[config.mk]
export PLATFORM = sky130hd
export DESIGN_NAME = instr_fetch_queue
export DESIGN_NICKNAME = d
export VERILOG_FILES = /design/src/rtl/instr_fetch_queue.sv
export SDC_FILE = /design/constraint.sdc
export NUM_CORES = 1
export LEC_CHECK = 0
export CAP_MARGIN = 40
export CELL_PAD_IN_SITES_DETAIL_PLACEMENT = 1
export CELL_PAD_IN_SITES_GLOBAL_PLACEMENT = 2
export CORE_ASPECT_RATIO = 1.1
export CORE_MARGIN = 4
export CORE_UTILIZATION = 37
export CTS_CLUSTER_DIAMETER = 60
export DETAILED_ROUTE_END_ITERATION = 8
export PLACE_DENSITY = 0.71
export SLEW_MARGIN = 20
export SYNTH_ARGS = -nofsm -noshare
export SYNTH_HDL_FRONTEND = slang
export SYNTH_SLANG_ARGS = --single-unit
[constraint.sdc]
create_clock -name clk -period 2.4 [get_ports clk]
set_input_delay 0.72 -clock clk [delete_from_list [all_inputs] [get_ports clk]]
set_output_delay 0.72 -clock clk [all_outputs]
set_load 0.1 [all_outputs]
[src/rtl/instr_fetch_queue.sv]
// Prefetch queue between instruction fetch and the IF/ID register: holds {PCPlus1, instr}
// pairs while decode stalls, and drops everything on a redirect.
module instr_fetch_queue #(
    parameter int DEPTH   = 4,
    parameter int PC_W    = 8,
    parameter int INSTR_W = 32
) (
    input  logic                       clk,
    input  logic                       rst,
    input  logic                       enable,
    input  logic                       flush,
    input  logic                       push_valid,
    output logic                       push_ready,
    input  logic [PC_W-1:0]            push_pc_plus1,
    input  logic [INSTR_W-1:0]         push_instr,
    output logic                       pop_valid,
    input  logic                       pop_ready,
    output logic [PC_W-1:0]            pop_pc_plus1,
    output logic [INSTR_W-1:0]         pop_instr,
    output logic [$clog2(DEPTH):0]     count,
    output logic                       almost_full,
    output logic                       empty
);

    localparam int AW = $clog2(DEPTH);
    localparam int CW = AW + 1;

    logic [PC_W-1:0]    r_mem_pc    [DEPTH];
    logic [INSTR_W-1:0] r_mem_instr [DEPTH];
    logic [AW-1:0]      r_wr_ptr;
    logic [AW-1:0]      r_rd_ptr;
    logic [CW-1:0]      r_count;

    logic               w_push_fire;
    logic               w_pop_fire;
    logic               w_empty;

    // Handshake decode; full blocks push even when a pop frees a slot this cycle.
    always_comb begin
        w_empty     = (r_count == {CW{1'b0}});
        push_ready  = enable && (r_count < CW'(DEPTH));
        pop_valid   = enable && !w_empty;
        w_push_fire = push_valid && push_ready;
        w_pop_fire  = pop_valid && pop_ready;
        empty       = w_empty;
        almost_full = (r_count >= CW'(DEPTH - 1));
        count       = r_count;
        if (w_empty) begin
            pop_pc_plus1 = {PC_W{1'b0}};
            pop_instr    = {INSTR_W{1'b0}};
        end else begin
            pop_pc_plus1 = r_mem_pc[r_rd_ptr];
            pop_instr    = r_mem_instr[r_rd_ptr];
        end
    end

    // Pointer, occupancy and storage update; flush discards same-cycle transfers.
    always_ff @(posedge clk) begin
        if (rst) begin
            r_wr_ptr <= {AW{1'b0}};
            r_rd_ptr <= {AW{1'b0}};
            r_count  <= {CW{1'b0}};
        end else if (enable) begin
            if (flush) begin
                r_wr_ptr <= {AW{1'b0}};
                r_rd_ptr <= {AW{1'b0}};
                r_count  <= {CW{1'b0}};
            end else begin
                if (w_push_fire) begin
                    r_mem_pc[r_wr_ptr]    <= push_pc_plus1;
                    r_mem_instr[r_wr_ptr] <= push_instr;
                    r_wr_ptr              <= r_wr_ptr + AW'(1);
                end
                if (w_pop_fire) begin
                    r_rd_ptr <= r_rd_ptr + AW'(1);
                end
                case ({w_push_fire, w_pop_fire})
                    2'b10:   r_count <= r_count + CW'(1);
                    2'b01:   r_count <= r_count - CW'(1);
                    default: r_count <= r_count;
                endcase
            end
        end
    end

endmodule

* Yosys cells after proc, flatten, opt, wreduce, memory -nomap -nowiden
Memory sizes are Yosys's and may differ from the RTL's. A register that Yosys moved wholly into a read port is not among the register bits. Cells that the tools add are included.
Cells by class: add/sub/neg operators 4, $lt $le $gt $ge 2, eq/ne operators 2, muxes and demuxes 17, reduce and logical (&&, ||, !) cells 12
Operators by type and width (count):
- 32-bit 2-to-1 mux | 1
- 2-bit 2-to-1 mux | 8
- 8-bit 2-to-1 mux | 1
- 3-bit one-hot mux with 2 select lines | 1
- 2-bit AND reduction | 3
- 1-bit 2-to-1 mux | 5
- 2-bit by 1-bit adder with 2-bit output (second input constant) | 2
- 1-bit logical AND | 4
- 2-bit nonzero test | 2
- 3-bit by 1-bit adder with 3-bit output (second input constant) | 1
- 3-bit by 2-bit >= comparator with 1-bit output (second input constant) | 1
- 3-bit zero test | 1
- 3-bit < comparator (second input constant) | 1
- 3-bit 2-to-1 mux | 1
- 3-bit nonzero test | 1
- 3-bit by 1-bit subtractor with 3-bit output (second input constant) | 1
- 2-bit by 1-bit == test with 1-bit output (second input constant) | 1
- 2-bit == test (second input constant) | 1
- 1-bit zero test | 1
Word-level totals: flip-flop bits (word level) 7, memory bits (writable) 160, input bits 46, logic and storage cells 42, memories kept 2
Memories:
- r_mem_instr | words 4, width 32, read ports 1, clocked after memory_dff 1, wr ports 1, RTL line 29 | logic [INSTR_W-1:0] r_mem_instr [DEPTH];
- r_mem_pc | words 4, width 8, read ports 1, clocked after memory_dff 1, wr ports 1, RTL line 28 | logic [PC_W-1:0] r_mem_pc [DEPTH];

* Longest topological paths before layout
word-level depth 8, gate-level depth with buffers 8

* Worst setup path before layout
No wires, ideal clock.
path kind flip-flop to output port, from register r_count[0], in the netlist count[0], to output pop_instr[10], arrival 3153 ps, setup slack -1473 ps, stages on the path, launching flop included 4, buffers on the path 1, cell sequence dfxtp_1 nor3_1 buf_2 nor2b_1
Between the ends: cells in the longest elaborated chain, start to end 2
Ends and longest elaborated chain:
- from (decl) | RTL line 32 | logic [CW-1:0] r_count;
- from (signal assigned) | RTL line 62 | r_count <= {CW{1'b0}};
- from (signal assigned) | RTL line 67 | r_count <= {CW{1'b0}};
- from (signal assigned) | RTL line 78 | 2'b10: r_count <= r_count + CW'(1);
- 3-bit zero test | RTL line 40 | w_empty = (r_count == {CW{1'b0}});
- named net empty | RTL line 22 | output logic empty
- 32-bit 2-to-1 mux | RTL line 48 | if (w_empty) begin
- to (decl) | RTL line 19 | output logic [INSTR_W-1:0] pop_instr,
The timed path passes the listed nets, and every way through them passes these cells.

==> results.txt <==
DR pass1 iterations: 5
drc violations: 0
asr flop ratio synth: 0%
PwrDens: 670 mW/mm^2
Tightest Pin Transition: 0.265 ns
Placer Congestion: 0.780
Layout Utilization: 54.3%
footprint of the multi-input gates: 0.00179 mm^2
post-synthesis net count: 372
Netlist cell types: 36
register bit total from synthesis: 169
drt wl/cell: 19.7 um
setup total negative slack: -6.83 ns
Root Buffer: clkbuf_16
Starting Density: 37.5%
CP Max Fanout: 10
ANT cells: 0
Slew Limit Fails: 0
largest net degree at the start of global routing: 30
core area: 0.0176 mm^2
Setup CP Type: flop to output port
status: finished, violations left
Worst VDD drop: 0.523 mV
CP startpoint kind: flop
Top FF cell, synth: edfxtp_1
Crit. End Element: output port
DP HPWL: 9.53 mm
most common cell after layout, fill and taps aside: edfxtp_1
first-pass GRT wire length: 22.0 mm
Netlist Area Pre-Place: 0.00661 mm^2
Placed Cells: 670
Final min period: 2.65 ns
Buf+Inv Stages, Crit Path: 2
total grt overflow: 0
Port Buffer Count: 92
Post-Synthesis Cells: 321
Register Area: 0.00500 mm^2
Max Root-Sink Buffers: 2
f_max: 378 MHz
Critical Path Slowest Stage Cell: mux4_2
cells along the critical path: buf_12, mux4_2, and2b_2, buf_12
CTS Buf Count: 17
# setup viols final: 40
data arrival time of the critical path: 1.93 ns
initial antenna violation count: 0
maxcap violations: 0
die footprint: 0.0201 mm^2
Final Instance Count excl. Fillers: 712
Clock Skews: 0.00626 ns
Lkg Pwr: 3.24 nW
Routed Antenna Nets: 0
clock sink count: 169
Fin. Hold Viols: 0
area delta synth->final: 44.6%
# rows: 51
synth warn: 0
Die Height: 148 um
Total Routing Usage GR: 14.8%
Final #Nets: 512
Total Wirelength: 14.0 mm
die extent in x: 135 um
Most common cell on crit path: buf_12
Post-synth EDFFs: 160
Ports: 93
Via density: 4.92
Vias: 3502
vias in the first global route: 3861
Critical Path Max Stage Delay: 0.53 ns
most frequent cells in the layout: 160 x edfxtp_1, 57 x buf_12, 44 x clkdlybuf4s50_1, 40 x mux4_2, 30 x buf_4
Mean Syn Cell Area: 20.6 um^2
worst min path class: flop to flop
RSZ-0062 raised after global routing: yes
clock transition at the registers of the reported paths: 0.06 ns
relative slew slack: 82.2%
CP top delay family: multiplexers
layout cells sized above 1: 44.7%
post-synth top area share: 72.7%
Clock Latency Late Sink: 0.41 ns
top cells by area, synth: edfxtp_1 73%, mux4_2 14%, nor2b_1 2.7%
failing checks: setup timing
area leader, netlist: edfxtp_1
Layout fillers: 1595
CTS tree: built
Max H-tree Level: 4
Final WS setup: -0.247 ns
initial DRC count: 229
Worst EP required: 1.68 ns
sequential area share after synthesis: 75.4%
final hold slack: 0.507 ns
Final Cycle Share: 110%
==> cell families after synthesis <==
group	count (synthesis)	synth area share, %
compound gates	17	1.91
fa+ha+maj	5	1.06
mux	40	13.6
flops	169	75.4
simple gates	72	6.57
buf+inv	18	1.38
==> report_power, final <==
group / internal (mW) / leakage, nW / switching (mW)
Combinational: 0.272 / 1.46 / 0.349
Sequential: 3.24 / 1.52 / 0.00910
Clock: 1.52 / 0.263 / 1.01
Total: 5.03 / 3.24 / 1.37
==> final timing paths <==
path | cells after the start | startpoint | slack [ns] | end
setup / recovery | 4 | flop | -0.25 | pop_pc_plus1[4]
hold / removal | 2 | r_rd_ptr[1] | 0.51 | flop
setup reg to reg | 6 | count[0] | 0.45 | count[2]
hold reg to reg | 2 | r_rd_ptr[1] | 0.51 | flop
==> worst register-to-register path: cells and delay by family (launching register included) <==
kind / cells / cell delay (ns)
compound gates: 3 / 0.68
flops: 1 / 0.38
fa+ha+maj: 1 / 0.41
simple gates: 2 / 0.38
==> area by class of cell <==
type / count / share of cell area [%]
tap: 238 / 3.12
inverter: 3 / 0.118
clock buffer: 22 / 4.65
sequential: 169 / 52.3
timing repair buffer: 136 / 20.0
clock inverter: 10 / 1.07
multi-input combinational: 134 / 18.7
==> per-layer routing <==
metal  wire [um]  global-route usage, %  vias to the layer above
met4         176                   4.44                        0
met3         815                   4.74                       11
met1        5430                   17.6                     1836
met5           0                      0                        -
li1            -                      -                     1563
met2        7600                   25.6                       92
==> metrics by stage <==
stage | setup WS (ns) | total power, mW | cell area, um^2
after global routing | -0.321 | 6.62 | 9560
after global placement | -0.108 | 3.90 | 8880
after CTS | -0.287 | 6.44 | 9490
after detailed placement | -0.168 | 3.91 | 8880
after floorplan | 0.0441 | 3.62 | 6880
final | -0.247 | 6.40 | 9560
==> synth_stat cells (all sizes together), types with 3 or more instances <==
cell type,number
clkbuf,6
nand2,4
and2,4
and2b,12
dfxtp,9
nor2b,29
nand2b,4
inv,3
nor3,5
buf,9
o21ai,7
mux4,40
nor2,8
edfxtp,160
ha,4
==> repair_timing <==
item                                    4_1_cts  5_1_grt
resized for setup                             3        2
buffers inserted                              4        4
endpoints found under the setup margin       43       41
cloned                                        1        1
hold buffers                                  0        0
hold endpoints to repair                      0        0
pin swaps                                     1        1
==> state kept, by name (all words and copies together), names as in the netlist, named ones only <==
name	flops
r_mem_instr	128
r_mem_pc	32
count	3
r_rd_ptr	2
r_wr_ptr	2
(Power assumes the default switching activity.)
